File: src/rtl/dmem_bridge_if.sv
// dmem_bridge_if
//   Bundles the core-side request/response signals and the 8-byte memory
//   bus signals of dmem_bridge. Clock and reset stay plain ports on the
//   modules that use this interface.
//
//   Core side : req_valid/req_ready, req_wr, req_size, req_addr, req_wdata,
//               resp_valid, resp_rdata, resp_err, stall
//   Bus side  : bus_req_valid/bus_req_ready, bus_addr, bus_wr, bus_wmask,
//               bus_wdata, bus_resp_valid, bus_rdata
//
//   modport master : the bridge (accepts core requests, masters the bus)
//   modport slave  : the surroundings (core pipeline plus memory)
interface dmem_bridge_if;
    logic        req_valid;
    logic        req_ready;
    logic        req_wr;
    logic [1:0]  req_size;
    logic [63:0] req_addr;
    logic [63:0] req_wdata;
    logic        resp_valid;
    logic [63:0] resp_rdata;
    logic        resp_err;
    logic        stall;

    logic        bus_req_valid;
    logic        bus_req_ready;
    logic [63:0] bus_addr;
    logic        bus_wr;
    logic [7:0]  bus_wmask;
    logic [63:0] bus_wdata;
    logic        bus_resp_valid;
    logic [63:0] bus_rdata;

    modport master (
        input  req_valid, req_wr, req_size, req_addr, req_wdata,
        input  bus_req_ready, bus_resp_valid, bus_rdata,
        output req_ready, resp_valid, resp_rdata, resp_err, stall,
        output bus_req_valid, bus_addr, bus_wr, bus_wmask, bus_wdata
    );

    modport slave (
        output req_valid, req_wr, req_size, req_addr, req_wdata,
        output bus_req_ready, bus_resp_valid, bus_rdata,
        input  req_ready, resp_valid, resp_rdata, resp_err, stall,
        input  bus_req_valid, bus_addr, bus_wr, bus_wmask, bus_wdata
    );
endinterface

File: src/rtl/dmem_bridge.sv
// dmem_bridge
//   Turns a single-cycle MEM-stage load/store into a registered valid/ready
//   transaction on an 8-byte-aligned memory bus. Generates byte-lane masks
//   and lane-shifted store data, holds the pipeline with stall until the
//   access completes, and returns right-justified, size-masked (not
//   extended) load data. A WAIT-state counter turns a missing bus response
//   into an error response after TIMEOUT_CYC cycles.
//
//   Parameters : TIMEOUT_CYC (2..65535, default 256)
//   Ports      : clock, reset (synchronous, active-low), bif (master modport
//                of dmem_bridge_if carrying core and bus signals)
//   Option     : define DMEM_BRIDGE_ALIGN_CHECK_EN to reject misaligned
//                requests with an immediate error response instead of
//                issuing them on the bus.
module dmem_bridge #(
    parameter int unsigned TIMEOUT_CYC = 256
) (
    input  logic           clock,
    input  logic           reset,
    dmem_bridge_if.master  bif
);

    typedef enum logic [1:0] {
        ST_IDLE,
        ST_REQ,
        ST_WAIT,
        ST_RESP
    } state_t;

    localparam logic [15:0] TO_LAST = 16'(TIMEOUT_CYC - 1);

    state_t      state_q, state_d;
    logic [60:0] addr_q,  addr_d;
    logic [2:0]  off_q,   off_d;
    logic [1:0]  size_q,  size_d;
    logic        wr_q,    wr_d;
    logic [7:0]  wmask_q, wmask_d;
    logic [63:0] wdata_q, wdata_d;
    logic [63:0] rdata_q, rdata_d;
    logic        err_q,   err_d;
    logic [15:0] cnt_q,   cnt_d;

    logic [7:0]  lane_mask;
    logic [63:0] size_mask;
`ifdef DMEM_BRIDGE_ALIGN_CHECK_EN
    logic [2:0]  align_mask;
    logic        misaligned;
`endif

    // Byte-lane pattern of the incoming request, before the offset shift
    always_comb begin
        lane_mask = 8'h01;
        case (bif.req_size)
            2'b00:   lane_mask = 8'h01;
            2'b01:   lane_mask = 8'h03;
            2'b10:   lane_mask = 8'h0F;
            default: lane_mask = 8'hFF;
        endcase
    end

    // Load-data mask of the latched request
    always_comb begin
        size_mask = 64'h0000_0000_0000_00FF;
        case (size_q)
            2'b00:   size_mask = 64'h0000_0000_0000_00FF;
            2'b01:   size_mask = 64'h0000_0000_0000_FFFF;
            2'b10:   size_mask = 64'h0000_0000_FFFF_FFFF;
            default: size_mask = '1;
        endcase
    end

`ifdef DMEM_BRIDGE_ALIGN_CHECK_EN
    always_comb begin
        align_mask = 3'b000;
        case (bif.req_size)
            2'b00:   align_mask = 3'b000;
            2'b01:   align_mask = 3'b001;
            2'b10:   align_mask = 3'b011;
            default: align_mask = 3'b111;
        endcase
        misaligned = (bif.req_addr[2:0] & align_mask) != 3'b000;
    end
`endif

    always_comb begin
        state_d = state_q;
        addr_d  = addr_q;
        off_d   = off_q;
        size_d  = size_q;
        wr_d    = wr_q;
        wmask_d = wmask_q;
        wdata_d = wdata_q;
        rdata_d = rdata_q;
        err_d   = err_q;
        cnt_d   = cnt_q;

        case (state_q)
            ST_IDLE: begin
                if (bif.req_valid) begin
                    addr_d  = bif.req_addr[63:3];
                    off_d   = bif.req_addr[2:0];
                    size_d  = bif.req_size;
                    wr_d    = bif.req_wr;
                    // Lanes beyond byte 7 of a misaligned access are dropped
                    wmask_d = lane_mask << bif.req_addr[2:0];
                    wdata_d = bif.req_wdata << {bif.req_addr[2:0], 3'b000};
                    rdata_d = '0;
                    err_d   = 1'b0;
                    cnt_d   = '0;
`ifdef DMEM_BRIDGE_ALIGN_CHECK_EN
                    if (misaligned) begin
                        err_d   = 1'b1;
                        state_d = ST_RESP;
                    end else begin
                        state_d = ST_REQ;
                    end
`else
                    state_d = ST_REQ;
`endif
                end
            end
            ST_REQ: begin
                if (bif.bus_req_ready) begin
                    cnt_d   = '0;
                    state_d = ST_WAIT;
                end
            end
            ST_WAIT: begin
                // A real response wins over a timeout in the same cycle
                if (bif.bus_resp_valid) begin
                    rdata_d = wr_q ? '0
                                   : (bif.bus_rdata >> {off_q, 3'b000}) & size_mask;
                    err_d   = 1'b0;
                    state_d = ST_RESP;
                end else if (cnt_q == TO_LAST) begin
                    rdata_d = '0;
                    err_d   = 1'b1;
                    state_d = ST_RESP;
                end else begin
                    cnt_d = cnt_q + 16'd1;
                end
            end
            ST_RESP: begin
                state_d = ST_IDLE;
            end
            default: begin
                state_d = ST_IDLE;
            end
        endcase
    end

    always_ff @(posedge clock) begin
        if (!reset) begin
            state_q <= ST_IDLE;
            addr_q  <= '0;
            off_q   <= '0;
            size_q  <= '0;
            wr_q    <= 1'b0;
            wmask_q <= '0;
            wdata_q <= '0;
            rdata_q <= '0;
            err_q   <= 1'b0;
            cnt_q   <= '0;
        end else begin
            state_q <= state_d;
            addr_q  <= addr_d;
            off_q   <= off_d;
            size_q  <= size_d;
            wr_q    <= wr_d;
            wmask_q <= wmask_d;
            wdata_q <= wdata_d;
            rdata_q <= rdata_d;
            err_q   <= err_d;
            cnt_q   <= cnt_d;
        end
    end

    // Outputs are forced low while reset is asserted, before the synchronous
    // reset has reached the state register.
    assign bif.req_ready     = reset && (state_q == ST_IDLE);
    assign bif.stall         = reset && (state_q != ST_IDLE);
    assign bif.bus_req_valid = reset && (state_q == ST_REQ);
    assign bif.resp_valid    = reset && (state_q == ST_RESP);
    assign bif.resp_rdata    = (reset && (state_q == ST_RESP)) ? rdata_q : '0;
    assign bif.resp_err      = reset && (state_q == ST_RESP) && err_q;
    assign bif.bus_addr      = reset ? {addr_q, 3'b000} : '0;
    assign bif.bus_wr        = reset && wr_q;
    assign bif.bus_wmask     = reset ? wmask_q : '0;
    assign bif.bus_wdata     = reset ? wdata_q : '0;

endmodule

File: src/flat_wrapper.sv
// flat-port wrapper written by rule: the top's interface ports become plain ports
module dmem_bridge_flat 
#(
    parameter int unsigned TIMEOUT_CYC = 256
)
  (clock, reset, bif_req_valid, bif_req_wr, bif_req_size, bif_req_addr, bif_req_wdata, bif_bus_req_ready, bif_bus_resp_valid, bif_bus_rdata, bif_req_ready, bif_resp_valid, bif_resp_rdata, bif_resp_err, bif_stall, bif_bus_req_valid, bif_bus_addr, bif_bus_wr, bif_bus_wmask, bif_bus_wdata);
  dmem_bridge_if bif_i ();
  input  logic clock;
  input  logic reset;
  input wire logic [$bits(bif_i.req_valid)-1:0] bif_req_valid;
  input wire logic [$bits(bif_i.req_wr)-1:0] bif_req_wr;
  input wire logic [$bits(bif_i.req_size)-1:0] bif_req_size;
  input wire logic [$bits(bif_i.req_addr)-1:0] bif_req_addr;
  input wire logic [$bits(bif_i.req_wdata)-1:0] bif_req_wdata;
  input wire logic [$bits(bif_i.bus_req_ready)-1:0] bif_bus_req_ready;
  input wire logic [$bits(bif_i.bus_resp_valid)-1:0] bif_bus_resp_valid;
  input wire logic [$bits(bif_i.bus_rdata)-1:0] bif_bus_rdata;
  output wire logic [$bits(bif_i.req_ready)-1:0] bif_req_ready;
  output wire logic [$bits(bif_i.resp_valid)-1:0] bif_resp_valid;
  output wire logic [$bits(bif_i.resp_rdata)-1:0] bif_resp_rdata;
  output wire logic [$bits(bif_i.resp_err)-1:0] bif_resp_err;
  output wire logic [$bits(bif_i.stall)-1:0] bif_stall;
  output wire logic [$bits(bif_i.bus_req_valid)-1:0] bif_bus_req_valid;
  output wire logic [$bits(bif_i.bus_addr)-1:0] bif_bus_addr;
  output wire logic [$bits(bif_i.bus_wr)-1:0] bif_bus_wr;
  output wire logic [$bits(bif_i.bus_wmask)-1:0] bif_bus_wmask;
  output wire logic [$bits(bif_i.bus_wdata)-1:0] bif_bus_wdata;
  assign bif_i.req_valid = bif_req_valid;
  assign bif_i.req_wr = bif_req_wr;
  assign bif_i.req_size = bif_req_size;
  assign bif_i.req_addr = bif_req_addr;
  assign bif_i.req_wdata = bif_req_wdata;
  assign bif_i.bus_req_ready = bif_bus_req_ready;
  assign bif_i.bus_resp_valid = bif_bus_resp_valid;
  assign bif_i.bus_rdata = bif_bus_rdata;
  assign bif_req_ready = bif_i.req_ready;
  assign bif_resp_valid = bif_i.resp_valid;
  assign bif_resp_rdata = bif_i.resp_rdata;
  assign bif_resp_err = bif_i.resp_err;
  assign bif_stall = bif_i.stall;
  assign bif_bus_req_valid = bif_i.bus_req_valid;
  assign bif_bus_addr = bif_i.bus_addr;
  assign bif_bus_wr = bif_i.bus_wr;
  assign bif_bus_wmask = bif_i.bus_wmask;
  assign bif_bus_wdata = bif_i.bus_wdata;
  dmem_bridge #(.TIMEOUT_CYC(TIMEOUT_CYC)) u_core (.clock(clock), .reset(reset), .bif(bif_i));
endmodule
File: config.mk
export PLATFORM = sky130hd
export DESIGN_NAME = dmem_bridge_flat
export DESIGN_NICKNAME = d
export VERILOG_FILES = /design/src/rtl/dmem_bridge_if.sv /design/src/rtl/dmem_bridge.sv /design/src/flat_wrapper.sv
export SDC_FILE = /design/constraint.sdc
export NUM_CORES = 1
export LEC_CHECK = 0
export CAP_MARGIN = 20
export CELL_PAD_IN_SITES_DETAIL_PLACEMENT = 0
export CELL_PAD_IN_SITES_GLOBAL_PLACEMENT = 1
export CORE_MARGIN = 1
export CORE_UTILIZATION = 31
export DETAILED_ROUTE_END_ITERATION = 16
export GPL_TIMING_DRIVEN = 0
export PLACE_DENSITY_LB_ADDON = 0.1
export RECOVER_POWER = 50
export SETUP_SLACK_MARGIN = 0.15
export SKIP_CTS_REPAIR_TIMING = 1
export SYNTH_ARGS = -nofsm -noshare
export SYNTH_HDL_FRONTEND = slang
export SYNTH_SLANG_ARGS = --single-unit
File: constraint.sdc
create_clock -name clock -period 2.2 [get_ports clock]
set_clock_uncertainty 0.05 [all_clocks]
set_input_delay 0.66 -clock clock [delete_from_list [all_inputs] [get_ports clock]]
set_output_delay 0.66 -clock clock [all_outputs]
set_load 0.01 [all_outputs]
==> summary.md, run 1 <==
| Metric | Value |
|---|---|
| Number of nets still failing antenna checks after routing | 0 |
| Fill cell instance count of the final layout | 3786 |
| Setup slack, reg-to-reg | -40 ps |
| Final Instance Area | around 0.021 sq mm |
| CORE AREA | about 0.04 sq mm |
| Clock transition at path regs | 60 ps |
| Die outline width | 203.5 microns |
| # port buffers | approximately 400 |
| DIE AREA | roughly 0.041 sq mm |
| Via count of the first global-routing pass | about 13000 |
| Area taken by multi-input logic gates | 0.008474 sq mm |
| Largest delay contributor family on the critical path | buffers and inverters |
| Worst max-slew margin expressed relative to the limit | 0.4718 |
| Arrival @ worst endpoint | around 1700 ps |
| Most used flip-flop cell after synthesis | dfxtp_1 |
| Overall routed net length | around 60 mm |
| Max-slew violation total from the final report | 0 |
| Critical path peak fanout | 10 |
| Final worst path period share | 1.093 |
| Violations in the final reports | negative setup slack |
| Depth of the critical timing path with buffers and inverters included | 5 |
| Number of antenna violations at the first check in global routing | 3 |
| Startpoint class of the critical path | flop |
| Number of CTS-inserted buffers | 27 |
| Number of register bits inferred by synthesis | approximately 220 |
| Peak per-stage delay on the critical path | approximately 370 ps |
| Global-route wire length before repair | about 83 mm |
| Cell Area, Synth | 0.01259 sq mm |
| Number of enable-type register cells in the synthesized netlist | 0 |
| Maximum capacitance violations | 0 |
| Number of cells traversed by the worst register-to-register path | 12 |
| Number of cells in the design after placement | 2411 |
| Largest net degree at the start of global routing | 15 |
| Global-route total usage across every layer | 0.2639 |
| Launching point of the worst reg2reg path | u_core.state_q[1] |
| Launching element of the worst setup path | u_core.state_q[1] |
| Detailed Route Iter0 Violations | approximately 1000 |
| Clock Tree Buf Depth | 3 |
| Most instantiated library cell after synthesis | dfxtp_1 |
| Number of remaining DRC errors | 0 |
| Maximum ir drop on the vdd rail | roughly 830 uV |
| Gr ovfl total | 0 |
| Mean cell area of the mapped netlist | between 8 and 9 sq um |
| Worst EP required | between 1000 and 1500 ps |
| Drt pass-1 iters | 7 |
| Cell leakage power | just over 0.009 uW |
| Area growth from synthesis to layout | 65.68% |
| FF/Latch Area | ~0.0045 sq mm |
| Crit path capture type | output pin |
| Routed vias/inst | about 5.3 |
| Clock Root Buffer | clkbuf_16 |
| Count of yosys warnings during synthesis | 0 |
| Crit-path cells | ha_4, buf_12, buf_8, and3_1, buf_2 |
| Final GP Congestion | just over 0.9 |
| Ports placed on the boundary | 406 |
| Type of the worst setup path | flop to output pin |
| Reg-to-reg critical path endpoint | u_core.rdata_q[42] |
| Number of buffers and inverters on the critical path | 3 |
| CTS tree | yes |
| CTS H-tree depth | 1 |
| Share of synthesized area occupied by flip-flops and latches | 0.3530 |
| Critical Path End | bif_resp_rdata[38] |
| Post-route minimum period | around 2400 ps |
| Number of distinct library cells after synthesis | between 60 and 70 |
| Synth top area cells | dfxtp_1 35%, and2_1 7.6%, nor2_1 5.8% |
| RSZ-0062 raised after global routing | true |
| Number of setup violations in the final report | approximately 130 |
| Most used standard cells in the synthesized netlist | 222 x dfxtp_1, 196 x nor2_1, 153 x and2_1 |
| Post-detailed-placement half-perimeter wirelength | 44.29 mm |
| Worst min-delay path class | flop to flop |
| Count of placed standard cells in the final layout, fillers left out | approximately 2500 |
| Share of flip-flops with an asynchronous set or reset after synthesis | 0 |
| Layout cell share with drive strength beyond 1 | 0.3579 |
| Fin worst setup slack | -204.7 ps |
| Clock insertion delay at the later pin of the skew report | between 500 and 600 ps |
| Power density cells | around 830 mW/mm^2 |
| Starting density of the core | 0.3154 |
| Slowest-stage cell, CP | dfxtp_4 |
| Cell area reported after detailed placement | between 0.015 and 0.02 sq mm |
| Transition time at the pin with the least slew margin | 789.4 ps |
| Achievable Freq | 0.4159 GHz |
| Proportion of netlist area held by the largest area contributor | 0.3530 |
| Clock Sinks | about 220 |
| Chip height | about 200 microns |
| Diodes inserted | 0 |
| Net count reported at finish | ~2200 |
| Instance count of the mapped netlist | between 1000 and 1500 |
| Library cell occupying the most area in the post-synthesis netlist | dfxtp_1 |
| Outcome | finished, violations left |
| Count of vias placed by the detailed router | between 10000 and 15000 |
| Hold violation total from the final report | 0 |
| Final routed wire length divided by cell count | 23.70 microns |
| Std cell rows | 73 |
==> report_power, final <==
group          total [uW]  leakage, uW  switching, uW  internal (uW)
combinational        7610      0.00684           4090           3530
clock                4840     0.000464           1930           2910
sequential           4910      0.00181            310           4600
==> layout make-up <==
type | count | area share
multi-input cells | 1109 | 0.4063
repair buffers | 481 | 0.2406
flip-flops and latches | 222 | 0.2138
plain buffers | 142 | 0.05896
clock buffers | 36 | 0.03641
well taps | 525 | 0.03149
clock inverters | 14 | 0.009418
inverters | 16 | 0.002999
==> worst min-delay path, stage by stage, from the launching register on <==
cell	delay (ps)
dfxtp_1	310
nand3_1	60
o21ai_1	50
==> worst min path at each step <==
stage / to / depth (start not counted) / from / slack, ps
floorplan: u_core.rdata_q[0] / 2 / u_core.rdata_q[0] / 390
global placement: u_core.rdata_q[1] / 2 / u_core.rdata_q[1] / 400
detailed placement: u_core.rdata_q[0] / 2 / u_core.rdata_q[0] / 400
finish: u_core.rdata_q[6] / 2 / u_core.rdata_q[6] / 410
global route: u_core.rdata_q[0] / 2 / u_core.rdata_q[0] / 440
CTS: u_core.rdata_q[0] / 2 / u_core.rdata_q[0] / 420
==> through the flow <==
| step | TNS [ps] | setup WS (ps) | total power, uW | hold slack, ps | util |
|---|---|---|---|---|---|
| after floorplan | 0 | 153.0 | 8032 | 385.4 | - |
| after global placement | -326870 | -1157 | 10510 | 397.4 | 0.4337 |
| after detailed placement | -321070 | -1175 | 10500 | 404.2 | 0.4339 |
| after CTS | -243180 | -1385 | 15360 | 418.6 | 0.4578 |
| after global routing | -17810 | -255.5 | 18110 | 438.7 | 0.5226 |
| final | -12320 | -204.7 | 17370 | 414.7 | 0.5226 |
==> registers in the layout, indices dropped and copies added, names as in the netlist <==
name            cells
u_core.wr_q         1
u_core.size_q       2
u_core.addr_q      61
u_core.rdata_q     64
u_core.off_q        3
u_core.cnt_q       16
u_core.wmask_q      8
u_core.wdata_q     64
u_core.err_q        1
u_core.state_q      2
==> metal layers <==
layer  track usage  wire length [microns]  up-vias
met5             0                     34        -
met4       0.07009                   1649        4
met3       0.04826                   4152       94
met2        0.4456                  29210      584
met1        0.3436                  25280     6523
li1              -                      -     6325
==> kinds of logic (layout without fill, tap and decap cells) <==
logic type / count (synthesis) / count (layout) / synth area share
XOR/XNOR: 10 / 10 / 0.006957
other: 1 / 3 / 0.0002979
multiplexers: 114 / 114 / 0.1241
AO/OA/AOI/OAI: 336 / 336 / 0.1845
buffers and inverters: 158 / 689 / 0.05446
AND/OR/NAND/NOR: 638 / 639 / 0.2697
adder cells (fa/ha/maj): 7 / 7 / 0.006957
flip-flops: 222 / 222 / 0.3530
==> cell usage in the layout, fill, tap and decap left out, types with 9 or more instances in the layout <==
cell             instances
clkbuf_4                15
and2_4                 111
nand2_1                 46
and3_1                  56
a22oi_1                 24
buf_8                   25
nand3_2                 12
inv_1                   14
nor2_1                 191
nand3_1                 39
o31ai_4                 14
buf_4                   58
a211oi_1                25
a222oi_1                24
clkbuf_1                25
clkdlybuf4s50_1        191
buf_6                  148
o21ai_0                109
buf_12                  12
dlymetal6s2s_1          29
and3_4                  21
dfxtp_1                215
clkbuf_16               48
nor2b_1                 66
mux4_2                  32
buf_2                   38
mux2i_2                  9
a21oi_1                 52
and2_1                  44
o31ai_2                 10
mux2_2                  17
mux2i_1                 56
a21oi_2                 12
xor2_1                   9
clkbuf_2                57
No activity file was read; power rests on OpenSTA's default activity.
==> run 2, diff against run 1 <==
--- a/config.mk
+++ b/config.mk
@@ -16,6 +16,7 @@
 export RECOVER_POWER = 50
 export SETUP_SLACK_MARGIN = 0.15
 export SKIP_CTS_REPAIR_TIMING = 1
+export SKIP_LAST_GASP = 1
 export SYNTH_ARGS = -nofsm -noshare
 export SYNTH_HDL_FRONTEND = slang
 export SYNTH_SLANG_ARGS = --single-unit
==> run 2 against run 1 <==
The flow still finishes with violations (negative setup slack). Clock power hardly changed. Die area did not move. Design area decreased by 0.42%. Combinational power barely moved. Utilization is 0.22 points lower. Global-route usage is the same. Critical path type unchanged. Register-to-register slack about the same. Critical path depth unchanged. Largest power group unchanged. Final cell count did not move. Largest cell class unchanged. Clock-buffer cell count unchanged.
==> summary.md, run 2 (synthesized netlist as in run 1, its figures left out) <==
| Metric | Value |
|---|---|
| Outcome | finished, violations left |
| Violations in the final reports | negative setup slack |
| Number of cells in the design after placement | between 2000 and 2500 |
| Peak per-stage delay on the critical path | 360 ps |
| Commonest cells after routing, fill and taps aside | 215 x dfxtp_1, 191 x nor2_1, 191 x clkdlybuf4s50_1 |
| Final worst path period share | 1.092 |
| Number of remaining DRC errors | 0 |
| Worst min-delay path class | flop to flop |
| # port buffers | 397 |
| Internal power contribution | approximately 11000 uW |
| Maximum ir drop on the vdd rail | between 800 and 900 uV |
| Power share of the combinational group | 0.438 |
| Overall routed net length | roughly 60 mm |
| Commonest non-fill, non-tap cell in the layout | dfxtp_1 |
| Count of placed standard cells in the final layout, fillers left out | about 2500 |
| Achievable Freq | about 0.42 GHz |
| RSZ-0062 raised after global routing | true |
| Max-slew violation total from the final report | 0 |
| Slowest-stage cell, CP | dfxtp_4 |
| Worst max-slew margin expressed relative to the limit | 0.4872 |
| Number of setup violations in the final report | between 100 and 150 |
| Crit-path cells | ha_4, buf_12, buf_8, and3_1, buf_2 |
| Largest net degree at the start of global routing | 15 |
| Global-route wire length before repair | between 80 and 90 mm |
| Net count reported at finish | between 2000 and 2500 |
| Std cell rows | 73 |
| Power density cells | approximately 840 mW/mm^2 |
| Depth of the critical timing path with buffers and inverters included | 5 |
| Biggest registers after layout | u_core.rdata_q (64), u_core.wdata_q (64), u_core.addr_q (61) |
| Die outline width | ~200 microns |
| CTS H-tree depth | 1 |
| Routed vias/inst | approximately 5.3 |
| Cell leakage power | between 0.009 and 0.01 uW |
| Area growth from synthesis to layout | 64.99% |
| Final GP Congestion | about 0.93 |
| Layout cell share with drive strength beyond 1 | 0.3564 |
| Final core occ | 0.5204 |
| Fill cell instance count of the final layout | 3801 |
| Largest delay contributor family on the critical path | buffers and inverters |
| Post-route minimum period | 2402 ps |
| Reg power frac | 0.283 |
| Number of CTS-inserted buffers | 27 |
| Ports placed on the boundary | between 400 and 500 |
| Diodes inserted | 0 |
| Starting density of the core | 0.3154 |
| Count of vias placed by the detailed router | about 14000 |
| Critical path peak fanout | 10 |
| Setup TNS | -12300 ps |
| Number of buffers and inverters on the critical path | 3 |
| Clock insertion delay at the later pin of the skew report | around 550 ps |
| CTS tree | yes |
| Hold violation total from the final report | 0 |
| Worst Hold Depth | 2 |
| Clock Root Buffer | clkbuf_16 |
| Number of cells traversed by the worst register-to-register path | 12 |
| Crit path capture type | output pin |
| Startpoint class of the critical path | flop |
| Drt pass-1 iters | 8 |
| Part of the total power dissipated in the clock network | 0.279 |
| Arrival @ worst endpoint | ~1700 ps |
| Chip height | ~200 microns |
| Via count of the first global-routing pass | between 10000 and 15000 |
| Gr ovfl total | 0 |
| Clock Sinks | approximately 220 |
| Power dissipated by switching net loads | 6321 uW |
| Detailed Route Iter0 Violations | approximately 1000 |
| Fin worst setup slack | -202.2 ps |
| Number of nets still failing antenna checks after routing | 0 |
| Maximum capacitance violations | 0 |
| CORE AREA | roughly 0.040 sq mm |
| Number of antenna violations at the first check in global routing | 3 |
| Type of the worst setup path | flop to output pin |
| Final routed wire length divided by cell count | 23.68 microns |
| DIE AREA | around 0.041 sq mm |
| Post-detailed-placement half-perimeter wirelength | 44.29 mm |
| Global-route total usage across every layer | 0.2639 |
| Worst EP required | around 1500 ps |
| Transition time at the pin with the least slew margin | between 700 and 800 ps |
| Clock Tree Buf Depth | 3 |
| Clock transition at path regs | approximately 60 ps |
| Switching Share | 0.3642 |
run 2: changes by cell type in the layout (fill, tap and decap cells not counted), sizes merged:
cell | previous run | this run
buf | 288 | 271
clkbuf | 151 | 168
run 2: final cells by class:
cell class,count,area [sq um],share of cell area
Clock inverter,14,196.4,0.009457
Timing Repair Buffer,481,4943,0.2380
Buffer,142,1230,0.05921
Inverter,16,62.56,0.003012
Sequential cell,222,4461,0.2147
Tap cell,525,656.9,0.03162
Multi-Input combinational cell,1109,8462,0.4074
Clock buffer,36,759.5,0.03656
run 2: power groups by stage:
stage	combinational (uW)	sequential, uW	clock [uW]
CTS	5610	4850	4900
global route	8040	4970	5090
detailed placement	5580	4930	0
floorplan	3190	4850	0
finish	7610	4910	4830
global placement	5600	4910	0
run 2: path summary, 6_finish.rpt:
path                                   startpoint                  to  slack, ps
worst max-delay path            u_core.state_q[1]  bif_resp_rdata[38]       -200
worst min-delay path            u_core.rdata_q[0]   u_core.rdata_q[0]        420
worst max register to register  u_core.state_q[1]  u_core.rdata_q[42]        -40
worst min register to register  u_core.rdata_q[0]   u_core.rdata_q[0]        420
run 2: metal layers:
layer	GRT usage	share of wire	vias to the layer above
met5	0	0.00056	-
met2	0.4456	0.49	573
li1	-	-	6326
met4	0.07009	0.027	4
met3	0.04826	0.066	94
met1	0.3436	0.42	6531
run 2: worst min-delay path, cell delays in order, from the launching register on:
cell     delay, ps
dfxtp_1        310
nand3_1         60
o21ai_1         50
run 2: metrics by stage:
step | hold WS [ps] | instance area, sq um | setup slack, ps | total power (uW)
2_1_floorplan | 385.4 | 12680 | 153.0 | 8032
5_1_grt | 438.7 | 20770 | -256.2 | 18110
6_report | 416.0 | 20770 | -202.2 | 17350
3_3_place_gp | 397.4 | 17310 | -1157 | 10510
4_1_cts | 418.6 | 18270 | -1385 | 15360
3_5_place_dp | 404.2 | 17320 | -1175 | 10500
